$ cat src/rtl/csa_accum_pkg.sv
`default_nettype none
// ============================================================================
// Module  : csa_accum_pkg
// Purpose : Shared types and default widths for the carry-save accumulator.
//           - state_t : 2-bit controller state (IDLE, ACCUM, RESOLVE, DONE)
//           - CSA_DW / CSA_AW / CSA_CW : default operand, result and count
//             widths
// Revision: 1.0  initial release
// ============================================================================
package csa_accum_pkg;

  localparam int CSA_DW = 16;
  localparam int CSA_AW = CSA_DW + 8;
  localparam int CSA_CW = 8;

  typedef enum logic [1:0] {
    IDLE    = 2'd0,
    ACCUM   = 2'd1,
    RESOLVE = 2'd2,
    DONE    = 2'd3
  } state_t;

endpackage
`default_nettype wire

$ cat src/rtl/csa_accum_row.sv
`default_nettype none
// ============================================================================
// Module  : csa_row
// Purpose : Bitwise 3:2 compressor across an AW-bit row. Combinational only.
// Ports   : i_a, i_b, i_c  AW-bit addends
//           o_s            bitwise sum      (a ^ b ^ c)
//           o_c            bitwise carry    (majority of a, b, c), unshifted
// Revision: 1.0  initial release
// ============================================================================
module csa_row #(
  parameter int AW = 24
) (
  input  logic [AW-1:0] i_a,
  input  logic [AW-1:0] i_b,
  input  logic [AW-1:0] i_c,
  output logic [AW-1:0] o_s,
  output logic [AW-1:0] o_c
);

  assign o_s = i_a ^ i_b ^ i_c;
  assign o_c = (i_a & i_b) | (i_b & i_c) | (i_c & i_a);

endmodule
`default_nettype wire

$ cat src/rtl/csa_accum.sv
`default_nettype none
// ============================================================================
// Module  : csa_accum
// Purpose : Streaming multi-operand accumulator. Operands arrive on a
//           valid/ready port and are folded into a redundant sum/carry pair
//           (no carry propagation per beat). After the last operand a single
//           carry-propagate add resolves the total, which is offered on a
//           valid/ready result port.
// Ports   : clk        rising-edge clock
//           nreset     asynchronous active-low reset
//           in_valid / in_ready / in_data[DW] / in_last   operand stream
//           out_valid / out_ready                         result handshake
//           out_sum[AW]    packet total, modulo 2^AW
//           out_count[CW]  operands in packet, saturating at 2^CW-1
// Config  : CSA_ACCUM_SIGNED_EN - when defined, operands are sign-extended
//           from bit DW-1 (two's-complement total); otherwise zero-extended.
// Note    : AW must be >= DW.
// Revision: 1.0  initial release
// ============================================================================
module csa_accum
  import csa_accum_pkg::*;
#(
  parameter int DW = CSA_DW,
  parameter int AW = DW + 8,
  parameter int CW = CSA_CW
) (
  input  logic          clk,
  input  logic          nreset,
  input  logic          in_valid,
  output logic          in_ready,
  input  logic [DW-1:0] in_data,
  input  logic          in_last,
  output logic          out_valid,
  input  logic          out_ready,
  output logic [AW-1:0] out_sum,
  output logic [CW-1:0] out_count
);

  state_t        r_state;
  state_t        w_next;

  logic [AW-1:0] r_s;
  logic [AW-1:0] r_c;
  logic [CW-1:0] r_count;
  logic [AW-1:0] r_out_sum;
  logic [CW-1:0] r_out_count;

  logic [AW-1:0] w_x;
  logic [AW-1:0] w_c2;
  logic [AW-1:0] w_row_s;
  logic [AW-1:0] w_row_c;
  logic [CW-1:0] w_count_inc;
  logic          w_accept;

  // Operand extension to accumulator width.
`ifdef CSA_ACCUM_SIGNED_EN
  assign w_x = AW'($signed(in_data));
`else
  assign w_x = AW'(in_data);
`endif

  // The carry word carries weight 2; the bit shifted out of the top is
  // beyond 2^AW and is dropped, which is exactly the modulo wrap.
  assign w_c2 = r_c << 1;

  assign w_accept    = in_valid & in_ready;
  assign w_count_inc = (r_count == {CW{1'b1}}) ? r_count : r_count + CW'(1);

  csa_row #(
    .AW (AW)
  ) u_row (
    .i_a (r_s),
    .i_b (w_c2),
    .i_c (w_x),
    .o_s (w_row_s),
    .o_c (w_row_c)
  );

  // --------------------------------------------------------------------------
  // Controller: state register
  // --------------------------------------------------------------------------
  always_ff @(posedge clk or negedge nreset) begin
    if (!nreset) begin
      r_state <= IDLE;
    end else begin
      r_state <= w_next;
    end
  end

  // --------------------------------------------------------------------------
  // Controller: next state and handshake outputs
  // --------------------------------------------------------------------------
  always_comb begin
    w_next    = r_state;
    in_ready  = 1'b0;
    out_valid = 1'b0;
    case (r_state)
      IDLE: begin
        in_ready = 1'b1;
        if (in_valid) begin
          w_next = in_last ? RESOLVE : ACCUM;
        end
      end
      ACCUM: begin
        in_ready = 1'b1;
        if (in_valid && in_last) begin
          w_next = RESOLVE;
        end
      end
      RESOLVE: begin
        w_next = DONE;
      end
      DONE: begin
        out_valid = 1'b1;
        if (out_ready) begin
          w_next = IDLE;
        end
      end
      default: begin
        w_next = IDLE;
      end
    endcase
  end

  // --------------------------------------------------------------------------
  // Datapath: redundant accumulator, operand count and resolved result
  // --------------------------------------------------------------------------
  always_ff @(posedge clk or negedge nreset) begin
    if (!nreset) begin
      r_s         <= '0;
      r_c         <= '0;
      r_count     <= '0;
      r_out_sum   <= '0;
      r_out_count <= '0;
    end else begin
      case (r_state)
        IDLE: begin
          // First beat loads the sum word directly; no compression needed.
          if (w_accept) begin
            r_s     <= w_x;
            r_c     <= '0;
            r_count <= CW'(1);
          end
        end
        ACCUM: begin
          if (w_accept) begin
            r_s     <= w_row_s;
            r_c     <= w_row_c;
            r_count <= w_count_inc;
          end
        end
        RESOLVE: begin
          r_out_sum   <= r_s + w_c2;
          r_out_count <= r_count;
        end
        DONE: begin
          if (out_ready) begin
            r_s     <= '0;
            r_c     <= '0;
            r_count <= '0;
          end
        end
        default: begin
          r_s     <= '0;
          r_c     <= '0;
          r_count <= '0;
        end
      endcase
    end
  end

  assign out_sum   = r_out_sum;
  assign out_count = r_out_count;

endmodule
`default_nettype wire

$ cat config.mk
export PLATFORM = sky130hd
export DESIGN_NAME = csa_accum
export DESIGN_NICKNAME = d
export VERILOG_FILES = /design/src/rtl/csa_accum_pkg.sv /design/src/rtl/csa_accum_row.sv /design/src/rtl/csa_accum.sv
export SDC_FILE = /design/constraint.sdc
export NUM_CORES = 1
export LEC_CHECK = 0
export CAP_MARGIN = 20
export CELL_PAD_IN_SITES_DETAIL_PLACEMENT = 1
export CELL_PAD_IN_SITES_GLOBAL_PLACEMENT = 1
export CORE_MARGIN = 10
export CORE_UTILIZATION = 25
export DETAILED_ROUTE_END_ITERATION = 8
export MAX_ROUTING_LAYER = met4
export PLACE_DENSITY = 0.49
export SLEW_MARGIN = 20
export SYNTH_ARGS = -nofsm -noshare
export SYNTH_HDL_FRONTEND = slang
export SYNTH_SLANG_ARGS = --single-unit
$ cat constraint.sdc
create_clock -name clk -period 3.1 [get_ports clk]
set_input_delay 0.62 -clock clk [delete_from_list [all_inputs] [get_ports clk]]
set_output_delay 0.62 -clock clk [all_outputs]
set_load 0.1 [all_outputs]
==> flow_metrics.env, run 1 <==
export IMPL_layout_nets=662
export IMPL_vdd_ir_drop_max_v=0.0004673
export IMPL_synth_seq_cells=89
export IMPL_place_congestion=0.7338
export IMPL_fmaxAchievable_mhz=386.8
export IMPL_fill_cells=2429
export IMPL_outcome="complete, no violations"
export IMPL_maxCapViolCount=0
export IMPL_synth_async_reset_ratio_pct=100.0
export IMPL_drt_pass_1_iters=6
export IMPL_cts_root_buf="sky130_fd_sc_hd__clkbuf_16"
export IMPL_setup_violations=0
export IMPL_tightestPinTransition_ns=0.7384
export IMPL_netlist_top_cell_by_area="sky130_fd_sc_hd__dfrtp_1"
export IMPL_fp_dieW_um=165.7
export IMPL_dp_cells=861
export IMPL_leakagePower_nw=2.810
export IMPL_synth_area_um2=5304
export IMPL_core_rowCount=53
export IMPL_worst_clock_skew_ns=0.01020
export IMPL_worst_setup_hold_path_clk_slew_ns=0.07
export IMPL_power_per_cell_area_nw_per_um2=1080
export IMPL_clk_path_buf_depth=2
export IMPL_globalRouteTotalUtil_pct=11.79
export IMPL_synth_seq_area_share_pct=41.99
export IMPL_post_cts_setup_buffers=0
export IMPL_number_of_antenna_violations_at_the_first_check_in_global_routing=0
export IMPL_cts_buffers=9
export IMPL_yosys_cell_count_top_type="sky130_fd_sc_hd__nand2_1"
export IMPL_design_core_area_um2=20960
export IMPL_globalRouteOverflowTotal=0
export IMPL_holdWs_ns=0.3215
export IMPL_clock_insertion_delay_worst_skew_ns=0.35
export IMPL_num_io_pins=55
export IMPL_synth_flop_cell="sky130_fd_sc_hd__dfrtp_1"
export IMPL_type_of_the_worst_setup_path="reg2reg"
export IMPL_wire_length_of_the_first_global_routing_pass_mm=26.04
export IMPL_layout_area_overhead_vs_synth_pct=19.79
export IMPL_min_period_over_period_pct=83.41
export IMPL_remaining_drc_errors=0
export IMPL_post_cts_resize_count=0
export IMPL_htree_num_levels=3
export IMPL_drive_gt1_share_pct=16.11
export IMPL_ys_types=61
export IMPL_crit_fanout=4
export IMPL_final_hold_violation_count=0
export IMPL_fin_cells=877
export IMPL_setup_tns_ns=0
export IMPL_tritoncts="yes"
export IMPL_first_global_vias=4706
export IMPL_synth_mux_area_fraction_pct=5.072
export IMPL_yosysWarningCount=0
export IMPL_timing_critical_path_required_ns=3.34
export IMPL_synth_compound_gate_area_share_pct=20.36
export IMPL_unrepaired_setup_endpoints_after_global_routing="false"
export IMPL_detailed_place_hpwl_mm=11.36
export IMPL_diodes=0
export IMPL_cts_sink_count=89
export IMPL_die_y_um=165.7
export IMPL_cts_hold_buf=0
export IMPL_crit_arrival_ns=2.82
export IMPL_vias_per_cell=4.849
export IMPL_synth_top_cell_area_share_pct=41.99
export IMPL_num_vias=4253
export IMPL_dr_first_iter_drc_count=174
export IMPL_slew_headroom_pct=50.77
export IMPL_largest_cells_by_area_after_synthesis="sky130_fd_sc_hd__dfrtp_1 (42%), sky130_fd_sc_hd__nand2_1 (7.6%), sky130_fd_sc_hd__ha_1 (6.6%), sky130_fd_sc_hd__fa_1 (6.0%), sky130_fd_sc_hd__o21ai_0 (5.6%)"
export IMPL_finalWirelength_mm=15.43
export IMPL_worstHoldPathType="in2async"
export IMPL_synth_commonest_cells="sky130_fd_sc_hd__nand2_1 (107), sky130_fd_sc_hd__dfrtp_1 (89), sky130_fd_sc_hd__o21ai_0 (59), sky130_fd_sc_hd__a21oi_1 (28), sky130_fd_sc_hd__ha_1 (28)"
export IMPL_post_synth_cell_area_avg_um2=9.608
export IMPL_wl_cell_um=17.60
export IMPL_synth_xor_area_share_pct=1.982
export IMPL_floorplan_initialDensity_pct=25.31
export IMPL_final_max_slew_viol_count=0
export IMPL_numPortBuffers=54
export IMPL_synthCells=552
export IMPL_pin_count_of_the_biggest_net_entering_global_routing=60
export IMPL_synth_simple_gate_area_share_pct=14.56
export IMPL_total_power_mw=6.863
export IMPL_layout_core_utilization_pct=30.32
export IMPL_synth_edf_count=0
export IMPL_finalWorstPathRequiredPeriod_ns=2.586
export IMPL_synth_top_family_by_area="compound AO/OA/AOI/OAI gates"
export IMPL_antenna_violating_nets_post_route=0
export IMPL_synth_adder_area_share_pct=12.64
export IMPL_timing_critical_path_from_type="flop"
export IMPL_worstSetupEndpointType="flop"
export IMPL_synth_fp_nets=617
export IMPL_design_die_area_um2=27440
-- worst max-delay path: stages (launching register included) --
cell and delay [ns]:
sky130_fd_sc_hd__dfrtp_1 0.41, sky130_fd_sc_hd__ha_1 0.25, sky130_fd_sc_hd__fa_1 0.44, sky130_fd_sc_hd__a21o_1 0.25, sky130_fd_sc_hd__a221oi_4 0.39, sky130_fd_sc_hd__o211ai_4 0.16, sky130_fd_sc_hd__a21oi_2 0.22, sky130_fd_sc_hd__nor4b_1 0.08
sky130_fd_sc_hd__a211o_2 0.27
-- metal layers --
metal / global-route usage [%] / share of wire (%) / vias up
met1: 13.98 / 46 / 2143
li1: - / - / 2049
met5: - / 0 / -
met2: 20.23 / 51 / 52
met3: 2.248 / 2.5 / 9
met4: 2.696 / 0.99 / 0
-- flip-flops by register name, summed over array words and instances, names as in the netlist --
register / flops
out_count: 8
out_sum: 24
r_c: 23
r_count: 8
r_s: 24
r_state: 2
-- per-stage QoR --
stage	setup WS, ns	area [um2]
after CTS	0.4986	6354
after global routing	0.3741	6354
after floorplan	0.5544	5304
final	0.5144	6354
after detailed placement	0.5096	6065
after global placement	0.5533	6065
-- report_power, final --
group          switching (mW)  internal (mW)
Sequential              0.295           1.51
Clock                   0.493          0.625
Combinational            2.77           1.17
-- cells by family (layout without fill, tap and decap cells) --
kind of cell / Yosys count / count (layout)
compound gates: 164 / 164
xor+xnor: 12 / 12
fa+ha+maj: 44 / 44
buf+inv: 40 / 90
flops: 89 / 89
mux: 24 / 24
simple gates: 179 / 179
-- final timing paths --
| kind | from | endpoint | slack (ns) | cells after the start |
|---|---|---|---|---|
| max in group asynchronous | nreset | out_sum[11] | 2.07 | 2 |
| setup reg to reg | r_s[1] | out_sum[19] | 0.51 | 8 |
| hold / removal | nreset | out_count[4] | 0.32 | 1 |
| setup / recovery | r_s[1] | out_sum[19] | 0.51 | 8 |
| min in group clk | r_s[18] | r_s[18] | 0.49 | 2 |
| hold reg to reg | r_s[18] | r_s[18] | 0.49 | 2 |
-- cell usage in the layout (no fill, tap or decap), types with 3 or more instances in the layout --
master                            Yosys  final
sky130_fd_sc_hd__nand3_1             13     13
sky130_fd_sc_hd__nand4_1              6      6
sky130_fd_sc_hd__clkbuf_16            0      9
sky130_fd_sc_hd__o211ai_1             3      3
sky130_fd_sc_hd__mux2_2              23     23
sky130_fd_sc_hd__a22oi_1             19     19
sky130_fd_sc_hd__buf_4                1     43
sky130_fd_sc_hd__and2_1               3      3
sky130_fd_sc_hd__o21a_1               4      4
sky130_fd_sc_hd__o31ai_1              3      3
sky130_fd_sc_hd__a311o_1              5      5
sky130_fd_sc_hd__o21ai_0             59     59
sky130_fd_sc_hd__a22o_1               5      5
sky130_fd_sc_hd__fa_1                16     16
sky130_fd_sc_hd__nand2_1            107    107
sky130_fd_sc_hd__clkdlybuf4s50_1      0     19
sky130_fd_sc_hd__a31oi_1              3      3
sky130_fd_sc_hd__a21o_1              10      9
sky130_fd_sc_hd__a21boi_0             4      4
sky130_fd_sc_hd__dfrtp_1             89     89
sky130_fd_sc_hd__nor2b_1              4      4
sky130_fd_sc_hd__inv_1                9      9
sky130_fd_sc_hd__a21oi_1             28     28
sky130_fd_sc_hd__ha_1                28     26
sky130_fd_sc_hd__nor3_1               7      7
sky130_fd_sc_hd__nor2_1              26     26
sky130_fd_sc_hd__xnor2_1             10     10
-- area by class of cell --
cell class	count	area (um2)	area share, %
clock buffer	11	232.7	3.663
sequential	89	2227	35.05
inverter	10	37.54	0.5908
clock inverter	5	56.30	0.8862
timing repair buffer	64	553.0	8.704
multi-input combinational	423	2903	45.69
tap	275	344.1	5.416
No activity file was read; power rests on OpenSTA's default activity.
==> inputs of run 2 (changes only) <==
- PLACE_DENSITY: 0.49 -> 0.51
- clock period: 3.1 -> 2.2 ns (I/O delays scaled with it)
==> run 2 against run 1 <==
Effect of this change: combinational power is 63% higher; first-iteration DRC count is 6.9% higher; critical path depth stayed put; global-route usage hardly changed; highest routed layer unchanged; the flow now finishes with violations (negative setup slack); clock skew is 0.0020 ns lower; wire length is 1.4% higher; sequential share of layout area is 3.0 points lower.
==> flow_metrics.env, run 2 (synthesized netlist as in run 1, its figures left out) <==
export IMPL_outcome="complete, but fails checks"
export IMPL_failed_checks="negative setup slack"
export IMPL_remaining_drc_errors=0
export IMPL_tritoncts="yes"
export IMPL_cts_root_buf="sky130_fd_sc_hd__clkbuf_16"
export IMPL_worstHoldPathType="in2async"
export IMPL_design_die_area_um2=27440
export IMPL_type_of_the_worst_setup_path="reg2reg"
export IMPL_numPortBuffers=54
export IMPL_first_global_vias=4880
export IMPL_worst_reg2reg_path_startpoint="r_c[0]"
export IMPL_timing_critical_path_required_ns=2.44
export IMPL_globalRouteOverflowTotal=0
export IMPL_final_max_slew_viol_count=0
export IMPL_worst_clock_skew_ns=0.008146
export IMPL_place_congestion=0.7832
export IMPL_layout_common_cells="sky130_fd_sc_hd__nand2_1 (106), sky130_fd_sc_hd__buf_4 (93), sky130_fd_sc_hd__dfrtp_1 (89), sky130_fd_sc_hd__o21ai_0 (56), sky130_fd_sc_hd__nor2_1 (25)"
export IMPL_dpl_worst_slack_ns=-0.1396
export IMPL_slew_headroom_pct=70.76
export IMPL_clock_insertion_delay_worst_skew_ns=0.35
export IMPL_unrepaired_setup_endpoints_after_global_routing="true"
export IMPL_finalWorstPathRequiredPeriod_ns=2.299
export IMPL_pin_count_of_the_biggest_net_entering_global_routing=54
export IMPL_crit_fanout=4
export IMPL_layout_nets=716
export IMPL_multi_input_comb_area_um2=3018
export IMPL_holdWs_ns=0.03371
export IMPL_antenna_violating_nets_post_route=0
export IMPL_timing_final_ws_setup_ns=-0.09907
export IMPL_leakagePower_nw=3.128
export IMPL_wl_cell_um=16.82
export IMPL_worst_setup_hold_path_clk_slew_ns=0.07
export IMPL_cts_hold_buf=0
export IMPL_core_rowCount=53
export IMPL_vias_per_cell=4.773
export IMPL_cts_sink_count=89
export IMPL_num_vias=4439
export IMPL_htree_num_levels=3
export IMPL_final_hold_violation_count=0
export IMPL_clk_path_buf_depth=2
export IMPL_floorplan_initialDensity_pct=25.31
export IMPL_timing_critical_path_from_type="flop"
export IMPL_drive_gt1_share_pct=25.80
export IMPL_detailed_place_hpwl_mm=11.87
export IMPL_fp_dieW_um=165.7
export IMPL_vdd_ir_drop_max_v=0.0009823
export IMPL_diodes=0
export IMPL_layout_area_overhead_vs_synth_pct=31.09
export IMPL_fill_cells=2470
export IMPL_dr_first_iter_drc_count=186
export IMPL_tightestPinTransition_ns=0.4387
export IMPL_cts_buffers=9
export IMPL_finalWirelength_mm=15.64
export IMPL_design_core_area_um2=20960
export IMPL_num_io_pins=55
export IMPL_wire_length_of_the_first_global_routing_pass_mm=25.83
export IMPL_fmaxAchievable_mhz=435.0
export IMPL_number_of_antenna_violations_at_the_first_check_in_global_routing=0
export IMPL_r2r_slack_ns=-0.1
export IMPL_crit_arrival_ns=2.54
export IMPL_globalRouteTotalUtil_pct=11.76
export IMPL_drt_pass_1_iters=4
export IMPL_worstSetupEndpointType="flop"
export IMPL_setup_violations=6
export IMPL_die_y_um=165.7
export IMPL_area_sequential_um2=2227
export IMPL_min_period_over_period_pct=104.5
export IMPL_rr_worst_depth=8
export IMPL_maxCapViolCount=0
export IMPL_power_per_cell_area_nw_per_um2=1521
export IMPL_mostFrequentLayoutCell="sky130_fd_sc_hd__nand2_1"
export IMPL_r2r_end="out_sum[15]"
run 2: cell types whose count changed in the layout (fill, tap and decap cells not counted), sizes merged:
| cell | change |
|---|---|
| inv | +1 |
| bufinv | +1 |
| buf | +54 |
| clkbuf | -2 |
| clkinv | -2 |
| clkinvlp | +1 |
run 2: stage by stage:
| stage | instance area, um2 | cells | power [mW] | util [%] | setup TNS (ns) |
|---|---|---|---|---|---|
| floorplan | 5321 | 552 | 6.707 | - | -0.1235 |
| global placement | 6507 | 911 | 8.758 | 31.05 | -0.4534 |
| detailed placement | 6507 | 911 | 8.903 | 31.05 | -0.7010 |
| CTS | 6879 | 928 | 10.71 | 32.83 | -0.4823 |
| global route | 6953 | 930 | 11.41 | 33.18 | -1.297 |
| finish | 6953 | 930 | 10.58 | 33.18 | -0.3587 |
run 2: power breakdown:
group	switching, mW	leakage, nW	total [mW]	internal [mW]
logic	4.14	1.80	6.41	2.26
clock network	0.697	0.148	1.69	0.996
registers	0.358	1.18	2.48	2.12
run 2: area by class of cell:
cell class              count  area share (%)
flip-flops and latches     89           32.03
clock inverters             6           1.332
repair buffers            118           14.50
clock buffers               9           3.239
multi-input cells         423           43.40
well taps                 275           4.949
inverters                  10          0.5399
run 2: worst max-delay path by stage:
stage	from	to	slack, ns	cells past startpoint
6_report	r_c[0]	out_sum[15]	-0.1	8
3_5_place_dp	r_s[1]	out_sum[15]	-0.14	8
5_1_grt	r_c[0]	out_sum[15]	-0.24	8
3_3_place_gp	r_c[0]	out_sum[19]	-0.12	8
4_1_cts	r_s[1]	out_sum[15]	-0.12	8
2_1_floorplan	r_c[0]	out_sum[15]	-0.05	8
run 2: critical path: stages (launching register included):
cell and delay, ns:
sky130_fd_sc_hd__dfrtp_1 0.38, sky130_fd_sc_hd__ha_2 0.20, sky130_fd_sc_hd__fa_2 0.35, sky130_fd_sc_hd__a21o_1 0.20
sky130_fd_sc_hd__a221oi_4 0.36, sky130_fd_sc_hd__o211ai_4 0.16, sky130_fd_sc_hd__a21oi_4 0.18, sky130_fd_sc_hd__xnor2_1 0.08
sky130_fd_sc_hd__mux2_4 0.26
run 2: metal layers:
metal / part of all wire (%) / wire, um / vias to the layer above / GRT usage (%)
met5: 0 / 0 / - / -
met4: 1.7 / 260 / 0 / 3.621
met3: 1.6 / 258 / 12 / 2.177
met2: 52 / 8175 / 46 / 20.35
met1: 44 / 6950 / 2219 / 13.50
li1: - / - / 2162 / -
run 2: repair_timing:
item,CTS,global route
setup buffers,2,2
hold endpoints to repair,0,0
setup endpoints to repair,10,14
pin swaps,5,2
resized for setup,10,13
==> inputs of run 3 (changes only) <==
- CTS_CLUSTER_SIZE: unset -> 24
- PLACE_DENSITY: 0.51 -> 0.58
==> run 3 against run 2 <==
Effect of this change: the run still ends with negative setup slack left; sequential share of layout area rose by 0.19 points; core utilization shrank 0.18 points; final cell count up 0.32%; flip-flop and latch count did not move; register-to-register slack better by 0.02 ns; combinational power fell by 1%; global-route usage shrank 0.30 points; critical path depth up 1; clock skew about the same; worst hold slack improved by 0.46 ns; power is 2.0% lower; first-iteration DRC count fell by 25%; highest routed layer unchanged.
==> flow_metrics.env, run 3 (synthesized netlist as in run 1, its figures left out) <==
export IMPL_crit_arrival_ns=2.52
export IMPL_floorplan_initialDensity_pct=25.31
export IMPL_maxCapViolCount=0
export IMPL_timing_critical_path_from_type="flop"
export IMPL_timing_final_ws_setup_ns=-0.08402
export IMPL_drive_gt1_share_pct=25.84
export IMPL_cts_root_buf="sky130_fd_sc_hd__clkbuf_16"
export IMPL_remaining_drc_errors=0
export IMPL_fill_cells=2442
export IMPL_type_of_the_worst_setup_path="reg2reg"
export IMPL_worst_setup_hold_path_clk_slew_ns=0.07
export IMPL_num_io_pins=55
export IMPL_rr_worst_depth=9
export IMPL_final_max_slew_viol_count=0
export IMPL_min_from="out_sum[8]"
export IMPL_whs_path_depth=2
export IMPL_whs_endpoint="out_sum[8]"
export IMPL_fin_cells=933
export IMPL_core_rowCount=53
export IMPL_globalRouteOverflowTotal=0
export IMPL_r2r_end="out_sum[15]"
export IMPL_power_per_cell_area_nw_per_um2=1500
export IMPL_detailed_place_hpwl_mm=11.67
export IMPL_slew_headroom_pct=64.56
export IMPL_vdd_ir_drop_max_v=0.0008208
export IMPL_numPortBuffers=54
export IMPL_die_y_um=165.7
export IMPL_failed_checks="negative setup slack"
export IMPL_worstSetupEndpointType="flop"
export IMPL_pin_count_of_the_biggest_net_entering_global_routing=49
export IMPL_mostFrequentLayoutCell="sky130_fd_sc_hd__nand2_1"
export IMPL_crit_fanout=4
export IMPL_worst_reg2reg_path_startpoint="r_c[0]"
export IMPL_final_hold_violation_count=0
export IMPL_cts_sink_count=89
export IMPL_layout_core_utilization_pct=33.00
export IMPL_wl_cell_um=16.36
export IMPL_min_period_over_period_pct=103.8
export IMPL_dp_cells=910
export IMPL_design_die_area_um2=27440
export IMPL_wire_length_of_the_first_global_routing_pass_mm=25.52
export IMPL_outcome="complete, but fails checks"
export IMPL_unrepaired_setup_endpoints_after_global_routing="true"
export IMPL_timing_critical_path_required_ns=2.44
export IMPL_cts_buffers=9
export IMPL_setup_violations=6
export IMPL_num_vias=4494
export IMPL_antenna_violating_nets_post_route=0
export IMPL_clock_insertion_delay_worst_skew_ns=0.35
export IMPL_first_global_vias=4932
export IMPL_finalWorstPathRequiredPeriod_ns=2.284
export IMPL_leakagePower_nw=3.104
export IMPL_fp_dieW_um=165.7
export IMPL_tritoncts="yes"
export IMPL_place_congestion=0.8233
export IMPL_tightestPinTransition_ns=0.5316
export IMPL_dr_first_iter_drc_count=139
export IMPL_drt_pass_1_iters=4
export IMPL_fmaxAchievable_mhz=437.8
export IMPL_finalWirelength_mm=15.27
export IMPL_htree_num_levels=3
export IMPL_layout_area_overhead_vs_synth_pct=30.38
export IMPL_worst_clock_skew_ns=0.008500
export IMPL_diodes=0
export IMPL_vias_per_cell=4.817
export IMPL_layout_common_cells="sky130_fd_sc_hd__nand2_1 (106), sky130_fd_sc_hd__buf_4 (94), sky130_fd_sc_hd__dfrtp_1 (88), sky130_fd_sc_hd__o21ai_0 (55)"
export IMPL_layout_nets=718
export IMPL_worstHoldPathType="reg2reg"
export IMPL_design_area_um2=6915
export IMPL_r2r_slack_ns=-0.08
export IMPL_postPlaceCellArea_um2=6487
export IMPL_number_of_antenna_violations_at_the_first_check_in_global_routing=0
export IMPL_clk_path_buf_depth=2
export IMPL_globalRouteTotalUtil_pct=11.46
export IMPL_design_core_area_um2=20960
[run 3: critical path, stage by stage, from the launching register on]
cell and delay, ns:
sky130_fd_sc_hd__dfrtp_1 0.39, sky130_fd_sc_hd__ha_2 0.20, sky130_fd_sc_hd__fa_2 0.35, sky130_fd_sc_hd__a21o_1 0.21, sky130_fd_sc_hd__a221oi_4 0.23, sky130_fd_sc_hd__buf_6 0.16, sky130_fd_sc_hd__o211ai_4 0.12, sky130_fd_sc_hd__a21oi_4 0.18
sky130_fd_sc_hd__xnor2_1 0.08, sky130_fd_sc_hd__mux2_4 0.25
[run 3: per-layer routing]
layer	track usage, %	share of wire [%]
met1	12.87	43
met2	20.28	53
met3	2.437	2.7
met4	2.812	1.2
met5	-	0
[run 3: repair_timing]
item | in CTS | in global routing
resized for setup | 6 | 20
endpoints found under the setup margin | 12 | 33
hold endpoints to repair | 21 | 0
setup buffers | 2 | 4
pin swaps | 6 | 4
hold buffers | 1 | 0
[run 3: area by class of cell]
class	instances	area, um2	share of cell area [%]
Timing Repair Buffer	120	1017	14.71
Sequential cell	89	2228	32.22
Multi-Input combinational cell	423	3004	43.44
Inverter	10	37.54	0.5428
Clock inverter	7	58.81	0.8504
Clock buffer	9	225.2	3.257
Tap cell	275	344.1	4.976
[run 3: worst max-delay path by stage]
| stage | slack (ns) | start | cells past startpoint | to |
|---|---|---|---|---|
| after floorplan | -0.05 | r_c[0] | 8 | out_sum[15] |
| after global placement | -0.10 | r_c[0] | 8 | out_sum[19] |
| after detailed placement | -0.14 | r_c[0] | 8 | out_sum[19] |
| after CTS | -0.08 | r_c[0] | 9 | out_sum[15] |
| after global routing | -0.19 | r_c[0] | 9 | out_sum[19] |
| final | -0.08 | r_c[0] | 9 | out_sum[15] |
[run 3: power breakdown]
part	leakage (nW)	total, mW	internal, mW	switching (mW)
Clock	0.134	1.52	0.787	0.738
Combinational	1.79	6.34	2.25	4.09
Sequential	1.18	2.50	2.12	0.381
[run 3: stage by stage]
| step | setup WS, ns | power, mW | TNS [ns] | hold slack [ns] |
|---|---|---|---|---|
| floorplan | -0.04624 | 6.707 | -0.1235 | 0.1444 |
| global placement | -0.1006 | 8.622 | -0.4439 | 0.3646 |
| detailed placement | -0.1370 | 8.825 | -0.8088 | 0.3665 |
| CTS | -0.08239 | 10.44 | -0.2287 | 0.5051 |
| global route | -0.1935 | 11.21 | -0.9482 | 0.5296 |
| finish | -0.08402 | 10.37 | -0.2741 | 0.4949 |
